[config.mk]
export PLATFORM = sky130hd
export DESIGN_NAME = pattern_tx
export DESIGN_NICKNAME = d
export VERILOG_FILES = /design/src/rtl/pattern_tx_pkg.sv /design/src/rtl/pattern_tx_bit_serializer.sv /design/src/rtl/pattern_tx.sv
export SDC_FILE = /design/constraint.sdc
export NUM_CORES = 1
export LEC_CHECK = 0
export CAP_MARGIN = 10
export CORE_ASPECT_RATIO = 1.2
export CORE_UTILIZATION = 58
export CTS_BUF_LIST = sky130_fd_sc_hd__clkbuf_8
export DETAILED_ROUTE_END_ITERATION = 16
export HOLD_SLACK_MARGIN = 0.06
export PLACE_DENSITY_LB_ADDON = 0.08
export SYNTH_ARGS = -nofsm -noshare
export SYNTH_HDL_FRONTEND = slang
export SYNTH_SLANG_ARGS = --single-unit
[constraint.sdc]
create_clock -name clk -period 2.9 [get_ports clk]
set_input_delay 0.58 -clock clk [delete_from_list [all_inputs] [get_ports clk]]
set_output_delay 0.58 -clock clk [all_outputs]
set_load 0.03 [all_outputs]
[src/rtl/pattern_tx_pkg.sv]
// Shared types and default sizes for the pattern_tx serial pattern transmitter.
package pattern_tx_pkg;

  localparam int PW_DEF = 4;
  localparam int CW_DEF = 4;

  typedef enum logic [1:0] {
    IDLE = 2'd0,
    SEND = 2'd1,
    GAP  = 2'd2,
    DONE = 2'd3
  } state_t;

endpackage

[src/rtl/pattern_tx_bit_serializer.sv]
// PW-bit load/shift register that owns the serial bit x and the history seq.
// A cycle with neither send_msb nor shift drives x low.
module bit_serializer #(
  parameter int PW = 4
) (
  input  logic          clk,
  input  logic          reset,
  input  logic          load,
  input  logic          send_msb,
  input  logic          shift,
  input  logic          seq_en,
  input  logic [PW-1:0] pattern,
  output logic          x,
  output logic [PW-1:0] seq
);

  logic [PW-1:0] pat_q;
  logic [PW-1:0] sh_q;
  logic [PW-1:0] src;
  logic [PW-1:0] sh_n;
  logic          x_n;

  // The first bit of a transfer comes straight from the pattern port so the
  // accepting edge already drives the MSB.
  always_comb begin
    src  = load ? pattern : pat_q;
    x_n  = 1'b0;
    sh_n = sh_q;
    if (send_msb) begin
      x_n  = src[PW-1];
      sh_n = {src[PW-2:0], 1'b0};
    end else if (shift) begin
      x_n  = sh_q[PW-1];
      sh_n = {sh_q[PW-2:0], 1'b0};
    end
  end

  always_ff @(posedge clk) begin
    if (reset) begin
      pat_q <= '0;
      sh_q  <= '0;
      x     <= 1'b0;
      seq   <= '0;
    end else begin
      if (load) pat_q <= pattern;
      sh_q <= sh_n;
      x    <= x_n;
      if (seq_en) seq <= {seq[PW-2:0], x_n};
    end
  end

endmodule

[src/rtl/pattern_tx.sv]
// Serial pattern transmitter: sends a latched PW-bit pattern count times,
// MSB first, with gap idle bits between repetitions, then pulses done.
module pattern_tx
  import pattern_tx_pkg::*;
#(
  parameter int PW = PW_DEF,
  parameter int CW = CW_DEF
) (
  input  logic          clk,
  input  logic          reset,
  input  logic          start,
  input  logic [PW-1:0] pattern,
  input  logic [CW-1:0] count,
  input  logic [1:0]    gap,
  output logic          x,
  output logic [PW-1:0] seq,
  output logic          frame,
  output logic          busy,
  output logic          done,
  output state_t        state_dbg
);

  localparam int BW = (PW > 1) ? $clog2(PW) : 1;
  localparam logic [BW-1:0] LAST_BIT = BW'(PW - 1);

  state_t        state, state_n;
  logic [BW-1:0] bit_q, bit_n;
  logic [CW-1:0] reps_q, reps_n;
  logic [1:0]    gap_q, gap_n;
  logic [1:0]    gcnt_q, gcnt_n;
  logic          load, send_msb, shift, seq_en;

  always_comb begin
    state_n  = state;
    bit_n    = bit_q;
    reps_n   = reps_q;
    gap_n    = gap_q;
    gcnt_n   = gcnt_q;
    load     = 1'b0;
    send_msb = 1'b0;
    shift    = 1'b0;
    seq_en   = (state != IDLE);
    unique case (state)
      IDLE: begin
        if (start) begin
          load   = 1'b1;
          seq_en = 1'b1;
          reps_n = count;
          gap_n  = gap;
          bit_n  = '0;
          if (count != '0) begin
            state_n  = SEND;
            send_msb = 1'b1;
          end else begin
            state_n = DONE;
          end
        end
      end
      SEND: begin
        if (bit_q != LAST_BIT) begin
          shift = 1'b1;
          bit_n = bit_q + 1'b1;
        end else begin
          // LSB is on the line: this repetition completes on this edge.
          bit_n = '0;
          if (reps_q != '0) reps_n = reps_q - 1'b1;
          if (reps_q <= CW'(1)) begin
            state_n = DONE;
          end else if (gap_q == 2'd0) begin
            send_msb = 1'b1;
          end else begin
            state_n = GAP;
            gcnt_n  = gap_q;
          end
        end
      end
      GAP: begin
        if (gcnt_q <= 2'd1) begin
          state_n  = SEND;
          send_msb = 1'b1;
          gcnt_n   = '0;
        end else begin
          gcnt_n = gcnt_q - 1'b1;
        end
      end
      DONE: begin
        state_n = IDLE;
      end
      default: state_n = IDLE;
    endcase
  end

  always_ff @(posedge clk) begin
    if (reset) begin
      state  <= IDLE;
      bit_q  <= '0;
      reps_q <= '0;
      gap_q  <= '0;
      gcnt_q <= '0;
      frame  <= 1'b0;
      busy   <= 1'b0;
      done   <= 1'b0;
    end else begin
      state  <= state_n;
      bit_q  <= bit_n;
      reps_q <= reps_n;
      gap_q  <= gap_n;
      gcnt_q <= gcnt_n;
      frame  <= (state_n == SEND);
      busy   <= (state_n == SEND) || (state_n == GAP);
      done   <= (state_n == DONE);
    end
  end

  assign state_dbg = state;

  bit_serializer #(.PW(PW)) u_ser (
    .clk      (clk),
    .reset    (reset),
    .load     (load),
    .send_msb (send_msb),
    .shift    (shift),
    .seq_en   (seq_en),
    .pattern  (pattern),
    .x        (x),
    .seq      (seq)
  );

endmodule

==> implementation parameters <==
Parameter                              Value

Timing
  Final slew viol count ... 0
  Least-Margin Pin Slew ... 665 ps
  Fmax ... 420 MHz
  Fin. Hold Viols ... 0
  RSZ-0062 raised after global routing ... false
  Min Tclk post-route ... 2380 ps
  Period utilisation layout ... 82.0%
  Worst Clk Skew ... 3.84 ps
  Slew margin rel. ... 55.2%
  Setup TNS ... 0 ps
  Final setup vio count ... 0

Pwr
  Cell area power density ... 483 mW/mm^2
  Total Power ... 775 uW
  Static Leakage ... 0.598 nW
  Peak ir drop on the vdd network ... 0.415 mV

Routing
  Initial DRT Pass Iterations ... 4
  Detailed-route DRC error count ... 0
  Wirelength, routed ... 2860 microns
  Average detailed-routed wire length per instance ... 14.4 microns
  First-iteration detailed-routing DRC count ... 33
  Number of vias after detailed routing ... 1151
  Antenna-violating nets left ... 0
  Post-detailed-route via-to-cell ratio ... 5.78

Critical path
  R2R depth ... 5
  Slowest library cell on the worst path ... clkdlybuf4s50_1
  CP endpoint kind ... output pin
  Kind of start point of the critical path ... register
  Endpoint required time on the critical path ... 2320 ps
  Kind of critical path ... reg2out
  Data arrival time of the worst path ... 1800 ps
  Peak fanout along the critical path ... 16
  Total stage count of the critical path ... 1
  Delay-heaviest family, CP ... buffers and inverters
  Worst Path Buf+Inv ... 1
  Worst stage delay on the critical path ... 790 ps
  List of cells traversed by the critical path ... clkdlybuf4s50_1

Clock network
  Post CTS Setup Buffer Count ... 0
  Hold buffer count at CTS ... 0
  Count of clock tree sinks ... 27
  TritonCTS clock tree ... done
  Root cell of the clock tree ... clkbuf_8
  Total CTS buffers ... 3
  Number of levels the H-tree was split into ... 1
  Buffers from clock root to sink, at most ... 2
  Post-cts sizing count ... 0
  Clock-pin slew of the registers on the worst-case setup and hold paths ... 90 ps
  Worst skew pair latency ... 280 ps

Global route
  Total global routing track utilization ... 28.2%
  Global-route wire length before repair ... 4780 microns
  Aggregate global routing overflow ... 0
  Maximum number of pins on one net before global-route repair ... 24
  Via count of the first global-routing pass ... 1114
  Initial antenna violation count ... 0

Finish
  Multi-input combinational cell area ... 719 sq um
  Fraction of final layout cells sized beyond drive strength 1 ... 8.28%
  Area added between synthesis and finish ... 21.5%
  Area taken by flip-flops and latches ... 541 sq um
  Fillers ... 173
  Ant. Diodes ... 0
  Final #Nets ... 188

Die
  I/O pins ... 23
  Site row count ... 18
  Die W ... 45.6 microns
  Core region area ... 0.00209 sq mm
  Die Outline Area ... 0.00247 sq mm
  Effective utilization at floorplan ... 63.0%
  Height of the die ... 54.3 microns

Run
  Max capacitance violation total ... 0

Synthesis
  Syn Area/Cell ... 8.98 sq um
  Netlist Area Pre-Place ... 0.00132 sq mm
  Yosys warning total ... 0
  Number of enable flip-flop cells after synthesis ... 0
  Leading post-synthesis cells by cell area ... dfxtp_1, a21oi_1, nand2_1
  Area share of the largest cell type after synthesis ... 40.9%
  Synth Instances ... 147
  Most used standard cell by instance count after synthesis ... dfxtp_1
  Main flop type after synthesis ... dfxtp_1
  Most used standard cells in the synthesized netlist ... dfxtp_1, nand2_1, a21oi_1
  Portion of the post-synthesis area used by sequential elements ... 40.9%
  Synthesis-stage register bit count ... 27
  Share of async-settable or async-resettable flops after synthesis ... 0%
  Post-synth cell types ... 44
  Area leader, netlist ... dfxtp_1
  Nets in the synthesized netlist ... 165

Run status
  Run status ... finished clean

Min path
  Worst min-delay path category ... reg2reg
  Worst hold path depth ... 2

Place
  Placed wire-length estimate ... 2060 microns
  Last weighted congestion value of the routability-driven placer ... 0.811
  Count of input and output buffers ... 22
[routing by layer]
layer	wire, microns	GRT usage [%]	vias to the layer above	share of wire (%)
met2	1470	46.7	36	51
met1	1200	31.8	535	42
li1	-	-	571	-
met3	88	4.95	9	3.1
met5	0	0	-	0
met4	99	21.2	0	3.5
[flip-flops by register name, indices dropped and copies added, names as in the netlist]
signal,count
reps_q,4
u_ser.pat_q,4
u_ser.seq,4
u_ser.sh_q,3
bit_q,2
gap_q,2
gcnt_q,2
state_dbg,2
busy,1
done,1
frame,1
u_ser.x,1
[power by group]
| group | internal [mW] | switching [mW] |
|---|---|---|
| Sequential | 0.390 | 0.0171 |
| Combinational | 0.0679 | 0.0776 |
| Clock | 0.0979 | 0.124 |
| Total | 0.556 | 0.219 |
[kinds of logic after synthesis]
logic type,Yosys count,synth area share [%]
AO/OA/AOI/OAI,44,22.7
XOR/XNOR,1,0.664
adder cells (fa/ha/maj),5,4.74
buffers and inverters,12,4.55
flip-flops,27,40.9
multiplexers,6,4.83
AND/OR/NAND/NOR,52,21.6
[per-stage QoR]
stage | util, % | cell area, sq um | std cells | hold WS (ps) | worst slack [ps]
3_3_place_gp | 74.3 | 1560 | 195 | 456 | 477
2_1_floorplan | - | 1320 | 147 | 428 | 1100
5_1_grt | 76.6 | 1600 | 199 | 498 | 413
6_report | 76.6 | 1600 | 199 | 470 | 521
4_1_cts | 76.6 | 1600 | 199 | 480 | 525
3_5_place_dp | 74.3 | 1560 | 195 | 468 | 428
[path summary, 6_finish.rpt]
check,startpoint,to,slack (ps)
min,u_ser.pat_q[2],u_ser.pat_q[2],470
max reg2reg,state_dbg[0],busy,860
max,state_dbg[1],state_dbg[1],520
min reg2reg,u_ser.pat_q[2],u_ser.pat_q[2],470
[cell type report]
| class | instances | share of cell area, % |
|---|---|---|
| sequential | 27 | 33.7 |
| inverter | 6 | 1.40 |
| multi-input combinational | 108 | 44.9 |
| timing repair buffer | 24 | 14.7 |
| tap | 30 | 2.34 |
| clock inverter | 1 | 0.468 |
| clock buffer | 3 | 2.57 |
[layout by cell type (no fill, tap or decap), drive strengths merged, types with 4 or more instances in the layout]
cell type,synthesis,routed
nand2b,4,4
nor2,9,9
ha,5,5
clkdlybuf4s50,0,22
o21ai,11,11
a21oi,15,15
dfxtp,27,27
inv,6,6
nor3b,4,4
nand2,18,18
Power figures use the tool's default switching activity.
